$ cat src/rtl/coprocessor_responder.sv
// Coprocessor-side dispatch responder: accepts a held request, launches the selected
// execution unit, and returns its result, a bad-select exception or a timeout exception.
module coprocessor_responder #(
  parameter int DATA_WIDTH     = 32,
  parameter int INST_WIDTH     = 32,
  parameter int CP_NUM         = 3,
  parameter int TIMEOUT_CYCLES = 256
) (
  input  logic                         clk,
  input  logic                         rst_n,
  input  logic                         cp_valid,
  input  logic [INST_WIDTH-1:0]        cp_instruction,
  input  logic [DATA_WIDTH-1:0]        cp_data_in,
  input  logic [1:0]                   cp_select,
  output logic [DATA_WIDTH-1:0]        cp_data_out,
  output logic                         cp_ready,
  output logic                         cp_exception,
  output logic [CP_NUM-1:0]            unit_start,
  output logic [INST_WIDTH-1:0]        unit_instruction,
  output logic [DATA_WIDTH-1:0]        unit_operand,
  input  logic [CP_NUM-1:0]            unit_done,
  input  logic [CP_NUM-1:0]            unit_error,
  input  logic [CP_NUM*DATA_WIDTH-1:0] unit_result,
  output logic                         busy
);

  // state | meaning
  // IDLE  | waiting for cp_valid
  // BUSY  | selected unit started, waiting for its done or the timeout
  // DONE  | cp_ready held with result/exception until cp_valid completes the handshake
  typedef enum logic [1:0] {IDLE, BUSY, DONE} state_t;

  localparam int CNT_W = $clog2(TIMEOUT_CYCLES);
  localparam logic [CNT_W-1:0] TMO_LOAD = CNT_W'(TIMEOUT_CYCLES - 1);
  localparam logic [2:0] CP_NUM_W = 3'(CP_NUM);

  state_t                  state;
  logic [1:0]              sel_q;
  logic [CNT_W-1:0]        tmo_cnt;
  logic                    sel_done;
  logic                    sel_err;
  logic [DATA_WIDTH-1:0]   sel_result;
  logic                    select_ok;

  assign select_ok = ({1'b0, cp_select} < CP_NUM_W);

  // Only the latched unit's done/error/result are visible; others are ignored.
  always_comb begin
    sel_done   = 1'b0;
    sel_err    = 1'b0;
    sel_result = '0;
    for (int i = 0; i < CP_NUM; i++) begin
      if (sel_q == i[1:0]) begin
        sel_done   = unit_done[i];
        sel_err    = unit_error[i];
        sel_result = unit_result[i*DATA_WIDTH +: DATA_WIDTH];
      end
    end
  end

  always_ff @(posedge clk) begin
    if (!rst_n) begin
      state            <= IDLE;
      sel_q            <= '0;
      tmo_cnt          <= '0;
      cp_data_out      <= '0;
      cp_ready         <= 1'b0;
      cp_exception     <= 1'b0;
      unit_start       <= '0;
      unit_instruction <= '0;
      unit_operand     <= '0;
      busy             <= 1'b0;
    end else begin
      unit_start <= '0;
      case (state)
        IDLE: begin
          if (cp_valid) begin
            unit_instruction <= cp_instruction;
            unit_operand     <= cp_data_in;
            sel_q            <= cp_select;
            busy             <= 1'b1;
            if (select_ok) begin
              state      <= BUSY;
              unit_start <= CP_NUM'(1) << cp_select;
              tmo_cnt    <= TMO_LOAD;
            end else begin
              state        <= DONE;
              cp_ready     <= 1'b1;
              cp_exception <= 1'b1;
              cp_data_out  <= '0;
            end
          end
        end
        BUSY: begin
          // A done arriving in the last allowed cycle still wins over the timeout.
          if (sel_done) begin
            state        <= DONE;
            cp_ready     <= 1'b1;
            cp_data_out  <= sel_result;
            cp_exception <= sel_err;
          end else if (tmo_cnt == '0) begin
            state        <= DONE;
            cp_ready     <= 1'b1;
            cp_data_out  <= '0;
            cp_exception <= 1'b1;
          end else begin
            tmo_cnt <= tmo_cnt - 1'b1;
          end
        end
        DONE: begin
          if (cp_valid) begin
            state        <= IDLE;
            busy         <= 1'b0;
            cp_ready     <= 1'b0;
            cp_exception <= 1'b0;
            cp_data_out  <= '0;
          end
        end
        default: begin
          state    <= IDLE;
          busy     <= 1'b0;
          cp_ready <= 1'b0;
        end
      endcase
    end
  end

endmodule

$ cat config.mk
export PLATFORM = sky130hd
export DESIGN_NAME = coprocessor_responder
export DESIGN_NICKNAME = d
export VERILOG_FILES = /design/src/rtl/coprocessor_responder.sv
export SDC_FILE = /design/constraint.sdc
export NUM_CORES = 1
export LEC_CHECK = 0
export CAP_MARGIN = 20
export CORE_AREA = 4 4 114 116
export DETAILED_ROUTE_END_ITERATION = 10
export DIE_AREA = 0 0 118 120
export PLACE_DENSITY_LB_ADDON = 0.08
export SLEW_MARGIN = 20
export SYNTH_ARGS = -nofsm -noshare
export SYNTH_HDL_FRONTEND = slang
export SYNTH_SLANG_ARGS = --single-unit
$ cat constraint.sdc
create_clock -name clk -period 4.3 [get_ports clk]
set_clock_uncertainty 0.1 [all_clocks]
set_input_delay 0.645 -clock clk [delete_from_list [all_inputs] [get_ports clk]]
set_output_delay 0.645 -clock clk [all_outputs]
set_load 0.02 [all_outputs]
==> qor.yml, run 1 <==
worst_setup_path:
  start_kind: "flip-flop"
  crit-reg2reg-launch: "sel_q[1]$_SDFFE_PN0P_"
  cp.arrival_ps: 2770
  r2r_cells: 6
  crit_start: "sel_q[1]$_SDFFE_PN0P_"
  slowest_stage: "dfxtp_1"
  crit_end: "cp_data_out[20]$_SDFFE_PN0P_"
  path_depth: 6
  cp_cell_sequence: "buf_4 -> nor2b_2 -> buf_4 -> nand2_1 -> o21ai_0 -> a22o_1"
  cp-end-kind: "flip-flop"
  slowest_delay_ps: 750
  path_class: "reg -> reg"
  path_buf_inv: 2
  crit_path_frequent_cell: "buf_4"
  worstPathRequired_ps: 4530
  crit_family: "flip-flops"
  reg2reg_to: "cp_data_out[20]$_SDFFE_PN0P_"
  r2r_setup_slack_ps: 1760
  critPathMaxFanout: 21
detailed_routing:
  first_pass_iters: 4
  route.detailed.drc: 0
  routed_wl_mm: 15.9
  drtIter0Drc: 241
  drt-wirelength-per-cell_um: 16.2
  postRouteAntennaNets: 0
  vias_per_cell: 5.02
  vias: 4915
min_path:
  hold_class: "reg -> reg"
global_routing:
  overflow: 0
  grt_pass1_wl_mm: 25.4
  met1_usage: 0.243
  grt_antenna_before_repair: 0
  met3_usage: 0.0919
  grt_busiest_layer: "met2"
  track_usage: 0.220
  met2_usage: 0.386
  grt_max_degree: 83
  grt_pass1_vias: 4969
placement:
  pre_cts_ws_ps: 1320
  placedCellCount: 947
  port_buffers: 272
  gp_congestion: 0.801
  dp_hpwl_mm: 11.8
layout:
  drive_gt1_frac: 0.0613
  area_growth_pct: 67.9
  multiInputGateArea_mm2: 0.00247
  most-common-layout-cells: "clkdlybuf4s50_1 (271), nand2_1 (167), dfxtp_1 (113)"
  final_common_cell: "clkdlybuf4s50_1"
  regArea_mm2: 0.00228
  num-fill-cells: 954
  final_cells: 979
  final_nets: 992
  antennaDiodeCount: 0
die:
  start_util: 0.417
  die_h_um: 120
  placementRows: 40
  dieArea_mm2: 0.0142
  ioPinCount: 273
  die_w_um: 118
  core_area_mm2: 0.0119
clock_network:
  clock_latency_ps: 400
  cts_resized: 0
  root_buffer: "clkbuf_16"
  cts_tree: "yes"
  ctsHoldBuffers: 0
  h-tree-depth: 4
  cts_setup_buffers: 0
  cts_sinks: 114
  cts_buffers: 17
  clockBufferDepth: 2
  path_clk_slew_ps: 50
run:
  maxCapViolations: 0
pwr:
  powerDensity_mw_per_mm2: 394
  p_leak_nw: 3.03
  seqPwrFrac: 0.365
  power_frac_clock: 0.424
  internal_power_w: 0.00244
  swShare: 0.258
  netSwitchingPower_w: 0.000849
  ir_worst_vdd_uv: 293
  combPwrFrac: 0.212
  total_power_w: 0.00329
synthesis:
  synth_compound_area_frac: 0.240
  ys_warn_count: 0
  synthesis.nets: 739
  synth_top_family_by_area: "compound AO/OA/AOI/OAI gates"
  avgSynthCellArea_um2: 8.77
  synthCells: 566
  yosys_register_bits: 114
  yosys.area_share.simple: 0.177
  netlist_area_mm2: 0.00496
  synth_xor_xnor_area_share: 0
  synth_flop_cell: "dfxtp_1"
  synth_edf_count: 0
  async_flop_share: 0
  synthAdderAreaFrac: 0.00504
  synth_mux_area_frac: 0.0731
  synth.yosys.seq_area_share: 0.460
  yosysUniqueCellTypes: 47
timing:
  tns_ps: 0
  rsz0062_at_grt: "no"
  maxSlewViolCount: 0
  fin_ws_ps: 1760
  worst_pin_slew_ps: 884
  fmax_mhz: 394
  slew_headroom: 0.409
  period_share: 0.590
  fin_crit_ps: 2540
  setup_viol: 0
  finalHoldViolations: 0
outcome:
  status: "finished, final reports clean"
-- power groups by stage --
stage | Combinational (W) | Clock [W] | Sequential, W
floorplan | 0.000280 | 0 | 0.00128
global placement | 0.000682 | 0 | 0.00121
detailed placement | 0.000697 | 0 | 0.00122
CTS | 0.000701 | 0.00142 | 0.00120
global route | 0.000751 | 0.00148 | 0.00121
finish | 0.000695 | 0.00139 | 0.00120
-- cell type report --
type / instances / area share
Timing Repair Buffer: 279 / 0.333
Multi-Input combinational cell: 403 / 0.297
Sequential cell: 114 / 0.274
Clock buffer: 22 / 0.0557
Tap cell: 147 / 0.0221
Clock inverter: 10 / 0.0159
Inverter: 4 / 0.00180
-- registers in the layout (all words and copies together), names as in the netlist --
signal and flops:
cp_data_out 32, unit_instruction 32, unit_operand 32, tmo_cnt 8, unit_start 3, sel_q 2
state 2, busy 1, cp_exception 1, cp_ready 1
-- synth_stat cells, types with 3 or more instances --
cell type	n	area, µm²
dfxtp_1	114	2280
nor2b_1	4	25.0
buf_2	11	55.1
o21ai_0	37	185
a21oi_1	4	20.0
clkbuf_1	23	86.3
a22o_1	32	280
nor2_1	7	26.3
buf_6	3	33.8
o31a_1	8	70.1
inv_1	4	15.0
nand2_1	167	627
buf_1	7	26.3
mux2i_1	34	340
a21boi_0	66	495
nand2b_1	3	18.8
o21a_1	3	22.5
nor3_1	4	20.0
-- worst min path at each step --
stage / startpoint / endpoint / slack (ps) / cells after the start
3_3_place_gp: unit_instruction[2]$_SDFFE_PN0P_ / unit_instruction[2]$_SDFFE_PN0P_ / 350 / 2
3_5_place_dp: cp_exception$_SDFFE_PN0P_ / cp_exception$_SDFFE_PN0P_ / 350 / 2
6_report: cp_exception$_SDFFE_PN0P_ / cp_exception$_SDFFE_PN0P_ / 360 / 2
5_1_grt: unit_instruction[10]$_SDFFE_PN0P_ / unit_instruction[10]$_SDFFE_PN0P_ / 390 / 2
4_1_cts: cp_exception$_SDFFE_PN0P_ / cp_exception$_SDFFE_PN0P_ / 360 / 2
2_1_floorplan: tmo_cnt[0]$_SDFFE_PN0P_ / tmo_cnt[0]$_SDFFE_PN0P_ / 400 / 1
-- logic make-up after synthesis --
kind of cell	after synthesis
flip-flops	114
buffers and inverters	49
multiplexers	35
AO/OA/AOI/OAI	162
adder cells (fa/ha/maj)	2
AND/OR/NAND/NOR	204
-- metal layers --
metal  part of all wire  up-vias
li1                   -     2459
met1               0.40     2253
met2               0.50      187
met3              0.086       16
met4              0.014        0
met5                  0        -
-- worst min-delay path: stages (launching register included) --
cell and delay (ps):
dfxtp_1 300, inv_1 50, o32ai_1 50
-- metrics by stage --
| step | utilization | area (µm²) | hold WS [ps] |
|---|---|---|---|
| floorplan | - | 4960 | 396 |
| global placement | 0.648 | 7720 | 350 |
| detailed placement | 0.649 | 7730 | 354 |
| CTS | 0.699 | 8330 | 362 |
| global route | 0.699 | 8330 | 388 |
| finish | 0.699 | 8330 | 357 |
(Power assumes the default switching activity.)
==> run 2, diff against run 1 <==
--- a/config.mk
+++ b/config.mk
@@ -6,9 +6,9 @@
 export NUM_CORES = 1
 export LEC_CHECK = 0
 export CAP_MARGIN = 20
-export CORE_AREA = 4 4 114 116
+export CORE_AREA = 4 4 118 120
 export DETAILED_ROUTE_END_ITERATION = 10
-export DIE_AREA = 0 0 118 120
+export DIE_AREA = 0 0 122 124
 export PLACE_DENSITY_LB_ADDON = 0.08
 export SLEW_MARGIN = 20
 export SYNTH_ARGS = -nofsm -noshare
==> constraint.sdc (replaced) <==
create_clock -name clk -period 2.5 [get_ports clk]
set_clock_uncertainty 0.1 [all_clocks]
set_input_delay 0.375 -clock clk [delete_from_list [all_inputs] [get_ports clk]]
set_output_delay 0.375 -clock clk [all_outputs]
set_load 0.02 [all_outputs]
==> run 2 against run 1 <==
Setup slack worse by 1400 ps. Sequential cell count stayed put. Critical path depth is 1 lower. First-iteration DRC count is 29% lower. Hold slack worse by 100 ps. Sequential share of layout area is 0.30 points lower. Non-clock buffer count is 3 higher. Sequential power is 71% higher. Via count is 0.51% higher. Final cell count is 3.3% higher. Largest cell class unchanged.
==> qor.yml, run 2 (synthesis gave the netlist of run 1 again) <==
layout:
  fin_area_mm2: 0.00842
  final_nets: 995
  antennaDiodeCount: 0
  area_growth_pct: 69.7
  final_common_cell: "clkdlybuf4s50_1"
  drive_gt1_frac: 0.0671
  most-common-layout-cells: "clkdlybuf4s50_1 (271), nand2_1 (167), dfxtp_1 (113)"
  reg_top3: "cp_data_out (32), unit_instruction (32), unit_operand (32)"
worst_setup_path:
  cp.arrival_ps: 2350
  critPathMaxFanout: 21
  path_class: "reg -> reg"
  crit_start: "sel_q[1]$_SDFFE_PN0P_"
  crit-reg2reg-launch: "sel_q[1]$_SDFFE_PN0P_"
  r2r_setup_slack_ps: 390
  cp-end-kind: "flip-flop"
  start_kind: "flip-flop"
  worstPathRequired_ps: 2740
pwr:
  ir_worst_vdd_uv: 445
  p_leak_nw: 3.05
  total_power_w: 0.00572
  powerDensity_mw_per_mm2: 679
timing:
  slew_headroom: 0.409
  tns_ps: 0
  fin_crit_ps: 2110
  worst_pin_slew_ps: 882
  rsz0062_at_grt: "no"
  hold_ws_ps: 254
  period_share: 0.844
  finalHoldViolations: 0
  maxSlewViolCount: 0
  fmax_mhz: 474
  setup_viol: 0
global_routing:
  track_usage: 0.200
  grt_antenna_before_repair: 0
  grt_max_degree: 67
  grt_pass1_vias: 4894
  grt_pass1_wl_mm: 24.1
  overflow: 0
detailed_routing:
  routed_wl_mm: 15.9
  vias: 4940
  route.detailed.drc: 0
  first_pass_iters: 5
  postRouteAntennaNets: 0
  drtIter0Drc: 170
  vias_per_cell: 4.89
  drt-wirelength-per-cell_um: 15.8
die:
  die_h_um: 124
  ioPinCount: 273
  placementRows: 42
  die_w_um: 122
  start_util: 0.382
  dieArea_mm2: 0.0151
  core_area_mm2: 0.0130
placement:
  dp_hpwl_mm: 12.0
  port_buffers: 272
  gp_congestion: 0.755
  place_area_mm2: 0.00781
clock_network:
  cts_tree: "yes"
  h-tree-depth: 4
  cts_sinks: 114
  cts_resized: 0
  cts_buffers: 17
  path_clk_slew_ps: 50
  root_buffer: "clkbuf_16"
  clockBufferDepth: 2
  ctsHoldBuffers: 0
  cts_setup_buffers: 0
  clock_latency_ps: 400
min_path:
  hold_start: "rst_n"
  hold_class: "in -> reg"
outcome:
  status: "finished, final reports clean"
run:
  maxCapViolations: 0
## run 2: cell count changes in the layout (fill, tap and decap cells not counted), moves of 2 or more
cell,change
buf_12,+2
buf_4,+2
clkbuf_1,-3
clkinv_4,+2
clkinvlp_4,+2
## run 2: power breakdown
group	internal, W	switching [W]	leakage (nW)
logic	0.000637	0.000581	1.83
clock network	0.00161	0.000838	0.287
registers	0.00195	0.0000915	0.933
total	0.00421	0.00151	3.05
## run 2: area by class of cell
type / count / area, µm²
sequential: 114 / 2280
clock inverter: 13 / 160
inverter: 4 / 15.0
tap: 176 / 220
fill: 1103 / 4560
multi-input combinational: 403 / 2470
clock buffer: 19 / 453
timing repair buffer: 282 / 2820
## run 2: through the flow
step | util | instances | worst slack, ps
global route | 0.649 | 1011 | 244
floorplan | - | 566 | 583
detailed placement | 0.602 | 979 | 192
finish | 0.649 | 1011 | 389
global placement | 0.602 | 979 | 263
CTS | 0.649 | 1011 | 357
## run 2: final timing paths
check,end,cells after the start
hold / removal,state[0]$_SDFFE_PN0P_,2
hold reg to reg,unit_instruction[16]$_SDFFE_PN0P_,2
setup reg to reg,cp_data_out[5]$_SDFFE_PN0P_,5
setup / recovery,cp_data_out[5]$_SDFFE_PN0P_,5
## run 2: critical path, cell delays in order (launching register included)
cell	delay, ps
dfxtp_1	480
nor2b_2	790
buf_4	330
nand2_1	80
o21ai_0	110
a22o_1	160
## run 2: metal layers
metal | track usage | routed length (µm) | vias to the layer above
li1 | - | - | 2470
met1 | 0.220 | 6130 | 2251
met2 | 0.343 | 7730 | 195
met3 | 0.0926 | 1830 | 24
met4 | 0.0658 | 257 | 0
met5 | 0 | 0 | -
==> run 3, diff against run 2 <==
--- a/config.mk
+++ b/config.mk
@@ -6,9 +6,9 @@
 export NUM_CORES = 1
 export LEC_CHECK = 0
 export CAP_MARGIN = 20
-export CORE_AREA = 4 4 118 120
+export CORE_AREA = 4 4 125 127
 export DETAILED_ROUTE_END_ITERATION = 10
-export DIE_AREA = 0 0 122 124
+export DIE_AREA = 0 0 129 131
 export PLACE_DENSITY_LB_ADDON = 0.08
 export SLEW_MARGIN = 20
 export SYNTH_ARGS = -nofsm -noshare
==> constraint.sdc (replaced) <==
create_clock -name clk -period 1.8 [get_ports clk]
set_clock_uncertainty 0.1 [all_clocks]
set_input_delay 0.27 -clock clk [delete_from_list [all_inputs] [get_ports clk]]
set_output_delay 0.27 -clock clk [all_outputs]
set_load 0.02 [all_outputs]
==> run 3 against run 2 <==
The run now ends with negative setup slack left. First-iteration DRC count grew 1.8%. Setup slack worse by 510 ps. Via count rose by 1.3%. Global-route usage is 2.1 points lower. Core utilization fell by 3.3 points. Largest cell class unchanged.
==> qor.yml, run 3 (synthesis gave the netlist of run 1 again) <==
outcome:
  status: "complete, but fails checks"
  violations: "negative setup slack"
layout:
  final_common_cell: "clkdlybuf4s50_1"
  final_nets: 1028
  reg_top3: "cp_data_out (32), unit_instruction (32), unit_operand (32)"
  drive_gt1_frac: 0.115
  most-common-layout-cells: "clkdlybuf4s50_1 (265), nand2_1 (167), dfxtp_1 (111)"
  antennaDiodeCount: 0
  fin_area_mm2: 0.00888
  area_growth_pct: 79.0
worst_setup_path:
  slowest_delay_ps: 500
  slowest_stage: "or4b_4"
  path_buf_inv: 2
  crit_start: "tmo_cnt[1]$_SDFFE_PN0P_"
  cp_cell_sequence: "inv_2 -> ha_4 -> or4b_4 -> nor3_4 -> a211oi_4 -> buf_12 -> a22o_1"
  cp.arrival_ps: 2110
  worstPathRequired_ps: 1990
  cp-end-kind: "flip-flop"
  critPathMaxFanout: 16
  crit-reg2reg-launch: "tmo_cnt[1]$_SDFFE_PN0P_"
  crit_family: "simple AND/OR/NAND/NOR gates"
  path_class: "reg -> reg"
  start_kind: "flip-flop"
detailed_routing:
  drt-wirelength-per-cell_um: 15.4
  vias_per_cell: 4.76
  route.detailed.drc: 0
  routed_wl_mm: 16.2
  drtIter0Drc: 173
  first_pass_iters: 4
  vias: 5003
  postRouteAntennaNets: 0
clock_network:
  h-tree-depth: 4
  cts_tree: "yes"
  clockBufferDepth: 2
  clock_latency_ps: 400
  cts_buffers: 17
  cts_sinks: 114
  ctsHoldBuffers: 0
  path_clk_slew_ps: 60
  root_buffer: "clkbuf_16"
die:
  core_area_mm2: 0.0144
  die_h_um: 131
  placementRows: 44
  die_w_um: 129
  ioPinCount: 273
  start_util: 0.344
  dieArea_mm2: 0.0169
placement:
  dp_hpwl_mm: 12.2
  pre_cts_ws_ps: -329
  gp_congestion: 0.825
  place_area_mm2: 0.00810
  port_buffers: 272
global_routing:
  grt_max_degree: 70
  grt_busiest_layer: "met2"
  met3_usage: 0.0817
  met2_usage: 0.309
  grt_pass1_vias: 4946
  grt_antenna_before_repair: 0
  overflow: 0
  track_usage: 0.178
  met1_usage: 0.198
  grt_pass1_wl_mm: 24.1
timing:
  worst_pin_slew_ps: 583
  maxSlewViolCount: 0
  fin_crit_ps: 1920
  setup_viol: 33
  tns_ps: -3040
  rsz0062_at_grt: "yes"
  finalHoldViolations: 0
  period_share: 1.07
  fmax_mhz: 520
  fin_ws_ps: -122
  slew_headroom: 0.608
pwr:
  total_power_w: 0.00845
  powerDensity_mw_per_mm2: 951
  p_leak_nw: 3.36
  ir_worst_vdd_uv: 638
min_path:
  hold_start: "rst_n"
  hold_class: "in -> reg"
run:
  maxCapViolations: 0
## run 3: cell types whose count changed in the layout (fill, tap and decap cells not counted), sizes merged
| cell | before | now |
|---|---|---|
| clkinvlp | 5 | 4 |
| dlygate4sd2 | 0 | 1 |
| clkinv | 5 | 4 |
| clkdlybuf4s50 | 271 | 265 |
| bufinv | 3 | 5 |
| buf | 11 | 44 |
| dlymetal6s2s | 0 | 5 |
## run 3: layout make-up
type                    count  area [µm²]
clock buffers              19         453
clock inverters            13         208
fillers                  1224        5540
inverters                   4        15.0
multi-input cells         403        2550
flip-flops and latches    114        2290
well taps                 184         230
repair buffers            315        3140
## run 3: power breakdown
part           internal [W]  switching, W  total, W
sequential          0.00272      0.000113   0.00283
combinational       0.00103      0.000881   0.00191
clock               0.00253       0.00118   0.00371
## run 3: worst paths after layout
path / slack (ps) / end / depth (start not counted)
max: -120 / cp_data_out[13]$_SDFFE_PN0P_ / 7
min: 200 / tmo_cnt[4]$_SDFFE_PN0P_ / 3
max reg2reg: -120 / cp_data_out[13]$_SDFFE_PN0P_ / 7
min reg2reg: 360 / unit_instruction[23]$_SDFFE_PN0P_ / 2
## run 3: metrics by stage
stage                util  hold slack (ps)  instances
floorplan               -              246        566
global placement    0.562              349       1016
detailed placement  0.562              358       1016
CTS                 0.609              185       1049
global route        0.616              213       1052
finish              0.616              204       1052
## run 3: layer usage
metal / wire [µm] / vias up
li1: - / 2535
met3: 1690 / 14
met5: 0 / -
met1: 6420 / 2258
met2: 7880 / 196
met4: 183 / 0
## run 3: repair_timing
item	4_1_cts	5_1_grt
buffers inserted	1	3
gates resized for setup	3	18
pin swaps	0	10
endpoints found under the setup margin	36	49
## run 3: tightest hold or removal path, delay by kind of cell
| family | cells | cell delay, ps |
|---|---|---|
| AOI/OAI and AO/OA | 1 | 100 |
| buffers and inverters | 2 | 280 |
